**src/rtl/v2f_seq_mul_sched_if.sv**
```systemverilog
// Handshake bundle for the sequential multiplier: an operand channel in and a product channel out.
// The multiplier uses the slave modport; its producer/consumer uses master.
interface v2f_seq_mul_sched_if #(
    parameter int Y_WIDTH = 64
);
    logic               in_valid;
    logic               in_ready;
    logic [31:0]        A;
    logic [31:0]        B;
    logic               out_valid;
    logic               out_ready;
    logic [Y_WIDTH-1:0] Y;
    logic               busy;

    modport master (
        output in_valid, A, B, out_ready,
        input  in_ready, out_valid, Y, busy
    );

    modport slave (
        input  in_valid, A, B, out_ready,
        output in_ready, out_valid, Y, busy
    );
endinterface

```
**src/rtl/v2f_seq_mul_sched.sv**
```systemverilog
// Sequential 32x32 multiplier built around one shared 16x16 multiplier.
// Signed operands are reduced to magnitudes and the sign is applied once at the end.
module v2f_seq_mul_sched #(
    parameter bit SIGNED  = 1'b0,
    parameter int Y_WIDTH = 64
) (
    input  logic               CLK,
    input  logic               SRST,
    v2f_seq_mul_sched_if.slave bus
);
    localparam logic [1:0] IDLE = 2'd0;
    localparam logic [1:0] MUL  = 2'd1;
    localparam logic [1:0] DONE = 2'd2;
    // The truncated result never needs Ahi*Bhi, which only reaches bits 32 and up.
    localparam logic [1:0] LAST_STEP = (Y_WIDTH == 64) ? 2'd3 : 2'd2;

    logic [1:0]         state_q, state_d;
    logic [1:0]         step_q, step_d;
    logic [31:0]        aMag_q, aMag_d;
    logic [31:0]        bMag_q, bMag_d;
    logic               neg_q, neg_d;
    logic [63:0]        acc_q, acc_d;
    logic [Y_WIDTH-1:0] y_q, y_d;

    logic               aNeg, bNeg;
    logic [15:0]        mulA, mulB;
    logic [31:0]        mulP;
    logic [63:0]        partial;
    logic [63:0]        accSum;
    logic [63:0]        signedSum;

    assign aNeg = SIGNED && bus.A[31];
    assign bNeg = SIGNED && bus.B[31];

    // Step bit 0 picks the A half and step bit 1 picks the B half.
    assign mulA = step_q[0] ? aMag_q[31:16] : aMag_q[15:0];
    assign mulB = step_q[1] ? bMag_q[31:16] : bMag_q[15:0];
    assign mulP = 32'(mulA) * 32'(mulB);

    always_comb begin
        partial = {32'd0, mulP};
        case (step_q)
            2'd1, 2'd2: partial = {16'd0, mulP, 16'd0};
            2'd3:       partial = {mulP, 32'd0};
            default:    partial = {32'd0, mulP};
        endcase
    end

    assign accSum    = acc_q + partial;
    assign signedSum = neg_q ? (64'd0 - accSum) : accSum;

    always_comb begin
        state_d = state_q;
        step_d  = step_q;
        aMag_d  = aMag_q;
        bMag_d  = bMag_q;
        neg_d   = neg_q;
        acc_d   = acc_q;
        y_d     = y_q;
        case (state_q)
            IDLE: begin
                if (bus.in_valid) begin
                    state_d = MUL;
                    step_d  = 2'd0;
                    acc_d   = 64'd0;
                    aMag_d  = aNeg ? (32'd0 - bus.A) : bus.A;
                    bMag_d  = bNeg ? (32'd0 - bus.B) : bus.B;
                    neg_d   = aNeg ^ bNeg;
                end
            end
            MUL: begin
                acc_d = accSum;
                if (step_q == LAST_STEP) begin
                    state_d = DONE;
                    step_d  = 2'd0;
                    y_d     = signedSum[Y_WIDTH-1:0];
                end else begin
                    step_d = step_q + 2'd1;
                end
            end
            DONE: begin
                if (bus.out_ready) begin
                    state_d = IDLE;
                end
            end
            default: state_d = IDLE;
        endcase
    end

    always_ff @(posedge CLK) begin
        if (SRST) begin
            state_q <= IDLE;
            step_q  <= 2'd0;
            aMag_q  <= 32'd0;
            bMag_q  <= 32'd0;
            neg_q   <= 1'b0;
            acc_q   <= 64'd0;
            y_q     <= '0;
        end else begin
            state_q <= state_d;
            step_q  <= step_d;
            aMag_q  <= aMag_d;
            bMag_q  <= bMag_d;
            neg_q   <= neg_d;
            acc_q   <= acc_d;
            y_q     <= y_d;
        end
    end

    assign bus.in_ready  = (state_q == IDLE);
    assign bus.out_valid = (state_q == DONE);
    assign bus.busy      = (state_q != IDLE);
    assign bus.Y         = y_q;
endmodule

```
**src/flat_wrapper.sv**
```systemverilog
// flat-port wrapper written by rule: the top's interface ports become plain ports
module v2f_seq_mul_sched_flat 
#(
    parameter bit SIGNED  = 1'b0,
    parameter int Y_WIDTH = 64
)
  (CLK, SRST, bus_in_valid, bus_A, bus_B, bus_out_ready, bus_in_ready, bus_out_valid, bus_Y, bus_busy);
  v2f_seq_mul_sched_if #(.Y_WIDTH(Y_WIDTH)) bus_i ();
  input  logic CLK;
  input  logic SRST;
  input wire logic [$bits(bus_i.in_valid)-1:0] bus_in_valid;
  input wire logic [$bits(bus_i.A)-1:0] bus_A;
  input wire logic [$bits(bus_i.B)-1:0] bus_B;
  input wire logic [$bits(bus_i.out_ready)-1:0] bus_out_ready;
  output wire logic [$bits(bus_i.in_ready)-1:0] bus_in_ready;
  output wire logic [$bits(bus_i.out_valid)-1:0] bus_out_valid;
  output wire logic [$bits(bus_i.Y)-1:0] bus_Y;
  output wire logic [$bits(bus_i.busy)-1:0] bus_busy;
  assign bus_i.in_valid = bus_in_valid;
  assign bus_i.A = bus_A;
  assign bus_i.B = bus_B;
  assign bus_i.out_ready = bus_out_ready;
  assign bus_in_ready = bus_i.in_ready;
  assign bus_out_valid = bus_i.out_valid;
  assign bus_Y = bus_i.Y;
  assign bus_busy = bus_i.busy;
  v2f_seq_mul_sched #(.SIGNED(SIGNED), .Y_WIDTH(Y_WIDTH)) u_core (.CLK(CLK), .SRST(SRST), .bus(bus_i));
endmodule
```
**config.mk**
```make
export PLATFORM = sky130hd
export DESIGN_NAME = v2f_seq_mul_sched_flat
export DESIGN_NICKNAME = d
export VERILOG_FILES = /design/src/rtl/v2f_seq_mul_sched_if.sv /design/src/rtl/v2f_seq_mul_sched.sv /design/src/flat_wrapper.sv
export SDC_FILE = /design/constraint.sdc
export NUM_CORES = 1
export LEC_CHECK = 0
export ABC_CLOCK_PERIOD_IN_PS = 23800
export CAP_MARGIN = 40
export CORE_MARGIN = 2
export CORE_UTILIZATION = 53
export CTS_CLUSTER_DIAMETER = 40
export DETAILED_ROUTE_END_ITERATION = 6
export GPL_ROUTABILITY_DRIVEN = 0
export HOLD_SLACK_MARGIN = 0.02
export PLACE_DENSITY = 0.73
export RECOVER_POWER = 25
export SLEW_MARGIN = 40
export SYNTH_ARGS = -nofsm -noshare
export SYNTH_HDL_FRONTEND = slang
export SYNTH_SLANG_ARGS = --single-unit
```
**constraint.sdc**
```tcl
create_clock -name CLK -period 23.8 [get_ports CLK]
set_input_delay 3.57 -clock CLK [delete_from_list [all_inputs] [get_ports CLK]]
set_output_delay 3.57 -clock CLK [all_outputs]
set_load 0.03 [all_outputs]
```
[Yosys cells after proc, flatten, opt, wreduce, memory -nomap -nowiden]
Index checks and enable logic that the tools add are counted.
Word-level totals
  register bits: 196
  bits of input ports: 68
  output and inout bits: 67
  word-level logic and storage cells: 37
Operators by class
  equal/unequal tests: 8
  reductions and logical operators: 8
  multiply operators: 1
  add/subtract/negate cells: 2
  mux-type cells: 12
Operators by type and width (count)
  $pmux W64 S2: 2
  $add A64 B64 Y64: 1
  $mux W64: 1
  $mul A16 B16 Y32: 1
  $mux W16: 2
  $mux W2: 5
  $eq A2 B2 Y1 const B: 3
  $pmux W2 S3: 1
  $reduce_and A2 Y1: 3
  $eq A2 B1 Y1 const B: 2
  $ne A2 B2 Y1 const B: 2
  $pmux W2 S2: 1
  $reduce_bool A2 Y1: 2
  $reduce_and A3 Y1: 1
  $add A2 B1 Y2 const B: 1
  $logic_not A2 Y1: 1
  $ne A2 B1 Y1 const B: 1
  $reduce_or A2 Y1: 1

[Longest topological paths before layout]
Gate-level depths: netlist of the first run.
  depth in word-level cells: 5
  depth in mapped cells: 40
  depth with buffers taken out: 36

[Least setup slack after synthesis of the first run]
No wires, ideal clock.
  path type: register -> register
  start point: register u_core.step_q[0]
  end point: register u_core.y_q[54] (netlist: u_core.bus.Y[54])
  path buffers: 4
  arrival time: 9615 ps
  setup slack: 14065 ps
  stages on the path, launching flop included: 39
  cells stage by stage: dfxtp_1 > clkbuf_1 > clkbuf_1 > clkbuf_1 > mux2i_1 > nor2_1 > fa_1 > inv_1 > fa_1 > fa_1 > fa_1 > inv_1 > fa_1 > inv_1 > fa_1 > inv_1 > ha_1 > nand3_1 > [3 not listed] > a21oi_1 > o21a_1 > a21oi_1 > a21oi_1 > xor2_1 > o21ai_0 > ha_1 > buf_2 > nand4_1 > or3_1 > nand2b_1 > a2111oi_2 > nor3_1 > o31ai_2 > a31oi_1 > o21ai_1 > nor4b_1 > a211o_1
On the way
  longest elaborated chain between the ends: 4
Ends and longest elaborated chain
  from (decl): RTL line v2f_seq_mul_sched.sv:18  | logic [1:0] step_q, step_d;
  from (signal assigned): RTL line v2f_seq_mul_sched.sv:101  | step_q <= step_d;
  $mux W16, or another cell as far along: RTL line v2f_seq_mul_sched.sv:36  | assign mulA = step_q[0] ? aMag_q[31:16] : aMag_q[15:0];
  $mul A16 B16 Y32 / $reduce_or A2 Y1 (equally long branches): RTL line v2f_seq_mul_sched.sv:38, v2f_seq_mul_sched.sv:42
  $pmux W64 S2: RTL line v2f_seq_mul_sched.sv:42  | case (step_q)
  $add A64 B64 Y64: RTL line v2f_seq_mul_sched.sv:49  | assign accSum = acc_q + partial;
  to (signal assigned): RTL line v2f_seq_mul_sched.sv:106  | y_q <= y_d;
  to (decl): RTL line v2f_seq_mul_sched.sv:23  | logic [Y_WIDTH-1:0] y_q, y_d;
Parallel ways exist; a longest one is shown, timed or not.
A chain may end at the register's enable or synchronous reset.

[Worst setup path in the final report of the first run]
  start point: register u_core.step_q[1]
  end point: register u_core.y_q[54] (netlist: u_core.bus.Y[54])
On the way
  longest elaborated chain between the ends: 4
Ends and longest elaborated chain
  $mux W16, or another cell as far along: RTL line v2f_seq_mul_sched.sv:37  | assign mulB = step_q[1] ? bMag_q[31:16] : bMag_q[15:0];
  $mul A16 B16 Y32 / $reduce_or A2 Y1 (equally long branches): RTL line v2f_seq_mul_sched.sv:38, v2f_seq_mul_sched.sv:42
  $pmux W64 S2: RTL line v2f_seq_mul_sched.sv:42
  $add A64 B64 Y64: RTL line v2f_seq_mul_sched.sv:49
Parallel ways exist; a longest one is shown, timed or not.

==> results of run 1 <==
[cells in the mapped netlist (all sizes together), types with 5 or more instances]
library cell,instances
or2,5
a211oi,13
nand4,28
xor2,33
nand3,46
o21a,8
xnor2,51
nor2b,11
or3,7
nand2b,14
clkbuf,100
and2,26
a31oi,25
fa,195
nand2,476
a21boi,5
and3,11
nor2,200
nor3b,7
a211o,7
a21oi,235
o22ai,9
nand3b,5
dfxtp,196
nor3,23
a22o,29
a21o,60
inv,260
o21ai,83
ha,169
mux2i,32
o21bai,24
buf,32
mux2,29
[state kept, by name, summed over array words and instances (netlist names)]
register / cells
u_core.bus.Y: 64
u_core.bMag_q: 32
u_core.step_q: 2
u_core.aMag_q: 32
u_core.state_q: 2
u_core.acc_q: 64
[critical path, delay by kind of cell, from the launching register on]
family | cells | cell delay [ns]
multiplexers | 1 | 0.25
flip-flops | 1 | 0.75
adder cells (fa/ha/maj) | 8 | 3.92
AO/OA/AOI/OAI | 12 | 3.19
buffers and inverters | 6 | 0.89
XOR/XNOR | 1 | 0.25
AND/OR/NAND/NOR | 8 | 1.46
[layer usage]
metal / wire length [µm] / track usage, %
met1: 24700 / 40.6
met2: 26700 / 48.0
met3: 5140 / 6.47
met4: 2220 / 11.5
met5: 0 / 0
[power breakdown]
group / leakage [nW] / switching, mW / total (mW) / internal (mW)
combinational: 7.91 / 0.146 / 0.225 / 0.0789
clock: 0.283 / 0.153 / 0.295 / 0.142
sequential: 1.59 / 0.0100 / 0.347 / 0.337
total: 9.78 / 0.309 / 0.867 / 0.558
[layout make-up]
cell class / instances / area (µm²) / share of cell area [%]
clock inverters: 14 / 135 / 0.608
multi-input cells: 1926 / 14600 / 65.8
flip-flops and latches: 196 / 3930 / 17.7
repair buffers: 154 / 1480 / 6.66
inverters: 260 / 976 / 4.39
clock buffers: 18 / 439 / 1.97
well taps: 511 / 639 / 2.87
[stage by stage]
stage	instance area, µm²	power, mW
floorplan	20000	0.500
global placement	21600	0.570
detailed placement	21700	0.574
CTS	22200	0.867
global route	22200	0.903
finish	22200	0.867
[cell families (layout without fill, tap and decap cells)]
group	count (synthesis)	after routing	share of synthesized area [%]
AOI/OAI and AO/OA	546	546	17.2
buffers and inverters	392	446	7.48
muxes	61	61	3.23
adders and majority gates	364	364	30.1
DFF	196	196	19.6
and+or+nand+nor	870	870	18.6
xor gates and xnor gates	85	85	3.80
[worst max-delay path by stage]
| stage | startpoint | endpoint |
|---|---|---|
| detailed placement | u_core.step_q[1]$_SDFFE_PP0P_ | u_core.bus.Y[54]$_SDFFE_PP0P_ |
| global placement | u_core.step_q[0]$_SDFFE_PP0P_ | u_core.bus.Y[54]$_SDFFE_PP0P_ |
| floorplan | u_core.step_q[0]$_SDFFE_PP0P_ | u_core.bus.Y[54]$_SDFFE_PP0P_ |
| CTS | u_core.step_q[1]$_SDFFE_PP0P_ | u_core.bus.Y[54]$_SDFFE_PP0P_ |
| finish | u_core.step_q[1]$_SDFFE_PP0P_ | u_core.bus.Y[54]$_SDFFE_PP0P_ |
| global route | u_core.step_q[1]$_SDFFE_PP0P_ | u_core.bus.Y[54]$_SDFFE_PP0P_ |
==> metrics, run 1 <==
run status complete, but fails checks; violations in the final reports max-capacitance violations, max-slew violations; Netlist cell types 78; setup slack, reg-to-reg 12.95 ns; final worst hold slack 0.457 ns; Setup WS pre-CTS 13.38 ns; leading post-synthesis cells by cell area sky130_fd_sc_hd__dfxtp_1 20%, sky130_fd_sc_hd__fa_1 20%, sky130_fd_sc_hd__ha_1 11%; effective utilization at floorplan 53.5%; clock transition time at the flip-flop clock pins of the worst setup and hold paths 0.08 ns; total of buffers placed on input and output ports 134; setup repair after global routing missed its margin false; core utilization of the finished layout 59.5%; max cap viols 2; Area growth, synth to finish 11.2%; die area 0.0393 mm²; worst-case setup margin in the final layout 12.95 ns; number of fill cells in the layout 3334; element type at the critical path start register; number of antenna violations at the first check in global routing 0; type of element capturing the critical path register; number of hold-slack violations in the final timing report 0; cell area after synthesis 0.0200 mm²; num rows 71; final worst path period share 45.6%; total of warnings raised by yosys 0; vias in the first global route 17509; maximum fanout count along the critical path 19; diodes inserted 0; count of flip-flops with a built-in enable after synthesis 0; detailed-routing iteration count for the pre-antenna-repair pass 5; required time worst endpoint 24.17 ns; total routing resource utilization after global routing 30.3%; Max H-tree Level 4; clock insertion delay at the later pin of the skew report 0.47 ns; vias 18135; I/O pin count 135; number of nets in the synthesized netlist 2946; Die W 198 µm; commonest register cell after synthesis sky130_fd_sc_hd__dfxtp_1; Final Non-Filler Cells 3079; post-CTS setup buffer count 0; share of synthesized registers carrying an async set or reset 0%; Highest Clock Rate 92.1 MHz; core region area 0.0374 mm²; hold buffers post-CTS 0; wire per inst 19.1 µm; commonest non-fill, non-tap cell in the layout sky130_fd_sc_hd__nand2_1; Sink Count 196; count of final setup violators 0; Post-Synthesis Mean Instance Area 7.95 µm²; Pleak 9.78 nW; count of nets after finishing 2987; Min Clock Period, post-route 10.85 ns; commonest cells after routing, fill and taps aside 474 x sky130_fd_sc_hd__nand2_1, 260 x sky130_fd_sc_hd__inv_1, 234 x sky130_fd_sc_hd__a21oi_1, 196 x sky130_fd_sc_hd__nor2_1; vias per cell 5.89; PostCTS Resize Cnt 0; remaining global-route overflow 0; TritonCTS clock tree done; CTS Buf Count 17; half-perimeter wire length after detailed placement 45500 µm; DRC errors left 0; final count of pins violating max slew 180; floorplan die height 198 µm; wire length of the first global-routing pass 92600 µm; fraction of layout instances using a drive strength above 1 4.48%; endpoint with the worst hold slack u_core.bus.Y[18]$_SDFFE_PP0P_; longest individual stage delay on the worst path 0.75 ns; slowest library cell on the worst path sky130_fd_sc_hd__dfxtp_1; share of the synthesized area in the top cell type 19.6%; flop and latch count out of synthesis 196; Cells after Synth 2514; Tightest Pin Transition 4.84 ns; data arrival at the endpoint of the critical path 11.22 ns; CTS root buf sky130_fd_sc_hd__clkbuf_16; buffer depth of the longest clock path 2; number of violations reported at the end of detailed-routing iteration 0 1650; count of antenna-violating nets left after detailed routing 0; final setup skew 0.0143 ns; depth of the most critical reg-to-reg path 36; Reg2Reg Capture Point u_core.bus.Y[54]$_SDFFE_PP0P_; beginning of the worst register-to-register path u_core.step_q[1]$_SDFFE_PP0P_; total power per unit cell area 39.0 mW/mm²; register area share after synthesis 19.6%; class of the tightest hold or removal check register to register; maximum number of pins on one net before global-route repair 113; highest ir drop seen on vdd 57.2 µV; hold depth 2; start point of the worst min-delay path u_core.bus.Y[18]$_SDFFE_PP0P_; final setup TNS 0 ns; startpoint-to-endpoint class of the critical path register to register; biggest area consumer among synthesized cells sky130_fd_sc_hd__dfxtp_1; crit-path most repeated cell sky130_fd_sc_hd__fa_1; headroom to the max-slew limit -223%; final WL 58700 µm; # placed instances 3047
(Power assumes the default switching activity.)
==> run 2, diff against run 1 <==
--- a/config.mk
+++ b/config.mk
@@ -5,7 +5,7 @@
 export SDC_FILE = /design/constraint.sdc
 export NUM_CORES = 1
 export LEC_CHECK = 0
-export ABC_CLOCK_PERIOD_IN_PS = 23800
+export ABC_CLOCK_PERIOD_IN_PS = 10000
 export CAP_MARGIN = 40
 export CORE_MARGIN = 2
 export CORE_UTILIZATION = 53
==> constraint.sdc (replaced) <==
create_clock -name CLK -period 10 [get_ports CLK]
set_input_delay 1.5 -clock CLK [delete_from_list [all_inputs] [get_ports CLK]]
set_output_delay 1.5 -clock CLK [all_outputs]
set_load 0.03 [all_outputs]
==> run 2 against run 1 <==
  * The run still ends with max-capacitance violations, max-slew violations left
  * Highest routed layer unchanged
  * Flip-flop and latch count did not move
  * Sequential share of layout area fell by 0.34 points
  * Clock skew down 0.0038 ns
  * Fmax increased by 13%
  * Non-clock buffer count is 32 higher
  * Register-to-register slack worse by 13 ns
  * Power grew 150%
  * Clock power rose to 2.6 times the previous value
  * Via count is 2.3% higher
  * Sequential power increased by 140%
==> metrics, run 2 (synthesis gave the netlist of run 1 again) <==
CTS root buf sky130_fd_sc_hd__clkbuf_16 (unchanged); wire per inst 19.6 µm (was 19.1 µm); slowest library cell on the worst path sky130_fd_sc_hd__fa_1 (was sky130_fd_sc_hd__dfxtp_1); number of fill cells in the layout 3284 (was 3334); crit-path most repeated cell sky130_fd_sc_hd__fa_1 (unchanged); commonest non-fill, non-tap cell in the layout sky130_fd_sc_hd__nand2_1 (unchanged); count of final setup violators 0 (unchanged); startpoint-to-endpoint class of the critical path register to register (unchanged); number of cells on the critical path 36 (unchanged); setup slack, reg-to-reg 0.40 ns (was 12.95 ns); num rows 71 (unchanged); maximum number of pins on one net before global-route repair 98 (was 113); fraction of layout instances using a drive strength above 1 6.12% (was 4.48%); Storage cell area 0.00393 mm² (about the same); final count of pins violating max slew 254 (was 180); longest individual stage delay on the worst path 0.53 ns (was 0.75 ns); vias 18554 (was 18135); final setup skew 0.0105 ns (was 0.0143 ns); max cap viols 4 (was 2); I/O pin count 135 (unchanged); diodes inserted 0 (unchanged); depth of the most critical reg-to-reg path 36 (unchanged); final WL 60900 µm (was 58700 µm); Power Total 2.15 mW (was 867 µW); CP delay by family, top adder cells (unchanged); class of the tightest hold or removal check register to register (unchanged); Buf+Inv Stages, Crit Path 6 (unchanged); count of antenna-violating nets left after detailed routing 0 (unchanged); vias in the first global route 17980 (was 17509); setup repair after global routing missed its margin false (unchanged); wire length of the first global-routing pass 95800 µm (was 92600 µm); core region area 0.0374 mm² (unchanged); Max H-tree Level 4 (unchanged); buffer depth of the longest clock path 2 (unchanged); Multi-input gate area 0.0147 mm² (was 0.0146 mm²); CTS Buf Count 17 (unchanged); final worst path period share 96.0% (was 45.6%); vias per cell 5.96 (was 5.89); core utilization of the finished layout 60.7% (was 59.5%); clock insertion delay at the later pin of the skew report 0.48 ns (was 0.47 ns); TritonCTS clock tree done (unchanged); floorplan die height 198 µm (unchanged); total power per unit cell area 94.8 mW/mm² (was 39.0 mW/mm²); clock transition time at the flip-flop clock pins of the worst setup and hold paths 0.08 ns (about the same); hold depth 2 (unchanged); maximum fanout count along the critical path 8 (was 19); number of antenna violations at the first check in global routing 0 (unchanged); DRC errors left 0 (unchanged); Tightest Pin Transition 4.82 ns (was 4.84 ns); Min Clock Period, post-route 9.60 ns (was 10.85 ns); number of hold-slack violations in the final timing report 0 (unchanged); final worst hold slack 0.456 ns (was 0.457 ns); commonest cells after routing, fill and taps aside 474 x sky130_fd_sc_hd__nand2_1, 260 x sky130_fd_sc_hd__inv_1, 231 x sky130_fd_sc_hd__a21oi_1, 196 x sky130_fd_sc_hd__nor2_1, 195 x sky130_fd_sc_hd__fa_1 (was 474 x sky130_fd_sc_hd__nand2_1, 260 x sky130_fd_sc_hd__inv_1, 234 x sky130_fd_sc_hd__a21oi_1, 196 x sky130_fd_sc_hd__nor2_1); Area growth, synth to finish 13.5% (was 11.2%); effective utilization at floorplan 53.5% (unchanged); final setup TNS 0 ns (unchanged); Sink Count 196 (unchanged); type of element capturing the critical path register (unchanged); highest ir drop seen on vdd 134 µV (was 57.2 µV); half-perimeter wire length after detailed placement 46700 µm (was 45500 µm); Highest Clock Rate 104 MHz (was 92.1 MHz); data arrival at the endpoint of the critical path 9.97 ns (was 11.22 ns); violations in the final reports max-capacitance violations, max-slew violations (unchanged); number of violations reported at the end of detailed-routing iteration 0 1770 (was 1650); post-route design area 0.0227 mm² (was 0.0222 mm²); Die W 198 µm (unchanged); detailed-routing iteration count for the pre-antenna-repair pass 6 (was 5); run status complete, but fails checks (unchanged); total routing resource utilization after global routing 31.4% (was 30.3%); standard cell area after detailed placement 0.0219 mm² (was 0.0217 mm²); headroom to the max-slew limit -221% (was -223%); hold buffers post-CTS 0 (unchanged); die area 0.0393 mm² (unchanged); Pleak 9.99 nW (was 9.78 nW); count of nets after finishing 3019 (was 2987); required time worst endpoint 10.37 ns (was 24.17 ns); remaining global-route overflow 0 (unchanged); total of buffers placed on input and output ports 134 (unchanged); element type at the critical path start register (unchanged)
[run 2: layout make-up]
cell class	instances	share of cell area [%]
multi-input cells	1926	65.0
flip-flops and latches	196	17.3
repair buffers	186	7.77
inverters	260	4.30
well taps	511	2.82
clock buffers	18	1.89
clock inverters	14	0.926
[run 2: final timing paths]
| path | startpoint | endpoint |
|---|---|---|
| worst max-delay path | u_core.step_q[0]$_SDFFE_PP0P_ | u_core.bus.Y[54]$_SDFFE_PP0P_ |
| worst min-delay path | u_core.bus.Y[23]$_SDFFE_PP0P_ | u_core.bus.Y[23]$_SDFFE_PP0P_ |
| worst max register to register | u_core.step_q[0]$_SDFFE_PP0P_ | u_core.bus.Y[54]$_SDFFE_PP0P_ |
| worst min register to register | u_core.bus.Y[23]$_SDFFE_PP0P_ | u_core.bus.Y[23]$_SDFFE_PP0P_ |
[run 2: report_power, final]
group / switching, mW / internal (mW)
clock network: 0.372 / 0.387
logic: 0.364 / 0.205
registers: 0.0220 / 0.802
total: 0.758 / 1.39
[run 2: worst register-to-register path: cells and delay by family, from the launching register on]
| kind | cells | cell delay, ns |
|---|---|---|
| DFF | 1 | 0.41 |
| and+or+nand+nor | 6 | 1.06 |
| xor gates and xnor gates | 1 | 0.27 |
| buffers and inverters | 6 | 0.58 |
| adders and majority gates | 8 | 3.86 |
| muxes | 1 | 0.34 |
| AOI/OAI and AO/OA | 14 | 2.96 |
[run 2: stage by stage]
step | setup WS, ns | cells
after global routing | 0.00783 | 3111
after global placement | 0.173 | 3074
after CTS | 0.00725 | 3107
after floorplan | 0.265 | 2514
after detailed placement | -0.217 | 3075
final | 0.402 | 3111
[run 2: layer usage]
| layer | share of wire, % | vias up | GRT usage [%] |
|---|---|---|---|
| li1 | - | 8510 | - |
| met2 | 46 | 936 | 50.7 |
| met1 | 41 | 8903 | 41.3 |
| met5 | 0 | - | 0 |
| met3 | 8.8 | 205 | 5.67 |
| met4 | 4.6 | 0 | 13.6 |
[run 2: timing repair]
item	in CTS	in global routing
buffers inserted	0	4
resized for setup	4	25
endpoints found under the setup margin	8	41
pin swaps	0	1
==> run 3, diff against run 2 <==
--- a/config.mk
+++ b/config.mk
@@ -5,7 +5,7 @@
 export SDC_FILE = /design/constraint.sdc
 export NUM_CORES = 1
 export LEC_CHECK = 0
-export ABC_CLOCK_PERIOD_IN_PS = 10000
+export ABC_CLOCK_PERIOD_IN_PS = 10880
 export CAP_MARGIN = 40
 export CORE_MARGIN = 2
 export CORE_UTILIZATION = 53
@@ -15,6 +15,7 @@
 export HOLD_SLACK_MARGIN = 0.02
 export PLACE_DENSITY = 0.73
 export RECOVER_POWER = 25
+export SKIP_CTS_REPAIR_TIMING = 1
 export SLEW_MARGIN = 40
 export SYNTH_ARGS = -nofsm -noshare
 export SYNTH_HDL_FRONTEND = slang
==> constraint.sdc (replaced) <==
create_clock -name CLK -period 10.88 [get_ports CLK]
set_input_delay 1.632 -clock CLK [delete_from_list [all_inputs] [get_ports CLK]]
set_output_delay 1.632 -clock CLK [all_outputs]
set_load 0.03 [all_outputs]
==> run 3 against run 2 <==
  * The flow still finishes with violations (max-capacitance violations, max-slew violations)
  * Fmax shrank 7.2%
  * Design area shrank 1.6%
  * Die area is the same
  * Routed wire length shrank 0.14%
  * Sequential share of layout area grew 0.26 points
  * Setup slack gained 0.13 ns
  * Register-to-register slack gained 0.13 ns
  * Core utilization shrank 0.99 points
  * Clock skew is essentially flat
  * Worst hold slack is essentially flat
  * Highest routed layer unchanged
==> metrics, run 3 (synthesis gave the netlist of run 1 again) <==
I/O pin count 135 (unchanged); headroom to the max-slew limit -106% (was -221%); data arrival at the endpoint of the critical path 10.76 ns (was 9.97 ns); internal power summed over all cells 1.22 mW (was 1.39 mW); diodes inserted 0 (unchanged); maximum fanout count along the critical path 20 (was 8); final worst hold slack 0.456 ns (about the same); max cap viols 1 (was 4); CTS Buf Count 17 (unchanged); longest individual stage delay on the worst path 0.65 ns (was 0.53 ns); type of element capturing the critical path register (unchanged); final setup skew 0.0102 ns (was 0.0105 ns); crit-path most repeated cell sky130_fd_sc_hd__fa_1 (unchanged); setup repair after global routing missed its margin false (unchanged); count of nets after finishing 3000 (was 3019); vias 18369 (was 18554); clock transition time at the flip-flop clock pins of the worst setup and hold paths 0.08 ns (about the same); vias in the first global route 17916 (was 17980); DRC errors left 0 (unchanged); Highest Clock Rate 96.7 MHz (was 104 MHz); Min Clock Period, post-route 10.34 ns (was 9.60 ns); wire length of the first global-routing pass 96300 µm (was 95800 µm); count of antenna-violating nets left after detailed routing 0 (unchanged); Sink Count 196 (unchanged); total routing resource utilization after global routing 31.6% (was 31.4%); half-perimeter wire length after detailed placement 47000 µm (was 46700 µm); commonest cells after routing, fill and taps aside 474 x sky130_fd_sc_hd__nand2_1, 260 x sky130_fd_sc_hd__inv_1, 234 x sky130_fd_sc_hd__a21oi_1, 197 x sky130_fd_sc_hd__nor2_1 (was 474 x sky130_fd_sc_hd__nand2_1, 260 x sky130_fd_sc_hd__inv_1, 231 x sky130_fd_sc_hd__a21oi_1, 196 x sky130_fd_sc_hd__nor2_1, 195 x sky130_fd_sc_hd__fa_1); core region area 0.0374 mm² (unchanged); Max H-tree Level 4 (unchanged); element type at the critical path start register (unchanged); final worst path period share 95.1% (was 96.0%); maximum number of pins on one net before global-route repair 109 (was 98); Pleak 9.84 nW (was 9.99 nW); die area 0.0393 mm² (unchanged); TritonCTS clock tree done (unchanged); floorplan die height 198 µm (unchanged); number of violations reported at the end of detailed-routing iteration 0 1691 (was 1770); CTS root buf sky130_fd_sc_hd__clkbuf_16 (unchanged); Area growth, synth to finish 11.6% (was 13.5%); slowest library cell on the worst path sky130_fd_sc_hd__mux2i_2 (was sky130_fd_sc_hd__fa_1); commonest non-fill, non-tap cell in the layout sky130_fd_sc_hd__nand2_1 (unchanged); fraction of layout instances using a drive strength above 1 4.88% (was 6.12%); post-route design area 0.0223 mm² (was 0.0227 mm²); total of buffers placed on input and output ports 134 (unchanged); highest ir drop seen on vdd 133 µV (was 134 µV); proportion of total power due to net switching 36.0% (was 35.2%); standard cell area after detailed placement 0.0218 mm² (was 0.0219 mm²); wire per inst 19.7 µm (was 19.6 µm); violations in the final reports max-capacitance violations, max-slew violations (unchanged); effective utilization at floorplan 53.5% (unchanged); final count of pins violating max slew 66 (was 254); final setup TNS 0 ns (unchanged); Tightest Pin Transition 3.09 ns (was 4.82 ns); number of hold-slack violations in the final timing report 0 (unchanged); buffer depth of the longest clock path 2 (unchanged); Gate power share 26.7% (was 26.4%); required time worst endpoint 11.30 ns (was 10.37 ns); sequential fraction of design power 39.8% (was 38.3%); total power per unit cell area 85.3 mW/mm² (was 94.8 mW/mm²); class of the tightest hold or removal check register to register (unchanged); launching instance or port of the critical path u_core.step_q[0]$_SDFFE_PP0P_ (unchanged); worst-case setup margin in the final layout 0.537 ns (was 0.402 ns); run status complete, but fails checks (unchanged); final WL 60800 µm (was 60900 µm); detailed-routing iteration count for the pre-antenna-repair pass 6 (unchanged); Setup WS pre-CTS 0.676 ns (was -0.217 ns); start point of the worst min-delay path u_core.bus.Y[16]$_SDFFE_PP0P_ (was u_core.bus.Y[23]$_SDFFE_PP0P_); clock insertion delay at the later pin of the skew report 0.48 ns (about the same); num rows 71 (unchanged); beginning of the worst register-to-register path u_core.step_q[0]$_SDFFE_PP0P_ (unchanged); clock share of power 33.5% (was 35.3%); net switching component of the power 686 µW (was 758 µW); number of antenna violations at the first check in global routing 0 (unchanged); startpoint-to-endpoint class of the critical path register to register (unchanged); Die W 198 µm (unchanged); remaining global-route overflow 0 (unchanged); vias per cell 5.94 (was 5.96); count of final setup violators 0 (unchanged)
-- run 3: cell types whose count changed in the layout (fill, tap and decap cells not counted), moves of 3 or more --
cell | before | now
sky130_fd_sc_hd__buf_4 | 43 | 32
sky130_fd_sc_hd__mux2_4 | 3 | 0
sky130_fd_sc_hd__mux2i_4 | 3 | 0
sky130_fd_sc_hd__a21oi_2 | 4 | 1
sky130_fd_sc_hd__clkbuf_1 | 5 | 1
sky130_fd_sc_hd__mux2i_1 | 24 | 31
sky130_fd_sc_hd__a21oi_1 | 231 | 234
sky130_fd_sc_hd__mux2i_2 | 5 | 1
sky130_fd_sc_hd__buf_12 | 3 | 0
sky130_fd_sc_hd__clkinv_8 | 5 | 1
sky130_fd_sc_hd__mux2_2 | 26 | 29
sky130_fd_sc_hd__inv_6 | 3 | 6
-- run 3: worst paths after layout --
kind | endpoint | slack, ns | cells past startpoint
worst max register to register | u_core.bus.Y[62]$_SDFFE_PP0P_ | 0.54 | 34
worst min-delay path | u_core.bus.Y[16]$_SDFFE_PP0P_ | 0.46 | 2
worst max-delay path | u_core.bus.Y[62]$_SDFFE_PP0P_ | 0.54 | 34
worst min register to register | u_core.bus.Y[16]$_SDFFE_PP0P_ | 0.46 | 2
-- run 3: worst max-delay path: cells and delay by family, from the launching register on --
| family | cells | cell delay [ns] |
|---|---|---|
| and+or+nand+nor | 3 | 0.89 |
| muxes | 1 | 0.65 |
| DFF | 1 | 0.60 |
| AOI/OAI and AO/OA | 16 | 3.32 |
| adders and majority gates | 8 | 3.85 |
| xor gates and xnor gates | 1 | 0.30 |
| buffers and inverters | 5 | 0.65 |
-- run 3: routing by layer --
metal  track usage [%]  wire [µm]  vias up
met4              14.2       2780        0
met1              42.0      25200     8765
li1                  -          -     8453
met5                 0          0        -
met3              5.52       5300      204
met2              50.2      27500      947
-- run 3: power groups by stage --
stage / registers, mW / clock network (mW) / logic, mW
after floorplan: 0.764 / 0 / 0.330
after global placement: 0.773 / 0 / 0.480
after detailed placement: 0.774 / 0 / 0.492
after CTS: 0.757 / 0.647 / 0.496
after global routing: 0.760 / 0.674 / 0.548
final: 0.758 / 0.637 / 0.508
-- run 3: final cells by class --
| class | count | area [µm²] |
|---|---|---|
| repair buffers | 167 | 1590 |
| fillers | 3328 | 15100 |
| flip-flops and latches | 196 | 3930 |
| well taps | 511 | 639 |
| multi-input cells | 1926 | 14600 |
| inverters | 260 | 976 |
| clock inverters | 15 | 138 |
| clock buffers | 17 | 425 |
-- run 3: stage by stage --
stage | utilization [%] | std cells | total power [mW]
2_1_floorplan | - | 2514 | 1.09
3_3_place_gp | 58.1 | 3060 | 1.25
3_5_place_dp | 58.2 | 3060 | 1.27
4_1_cts | 59.7 | 3092 | 1.90
5_1_grt | 59.7 | 3092 | 1.98
6_report | 59.7 | 3092 | 1.90
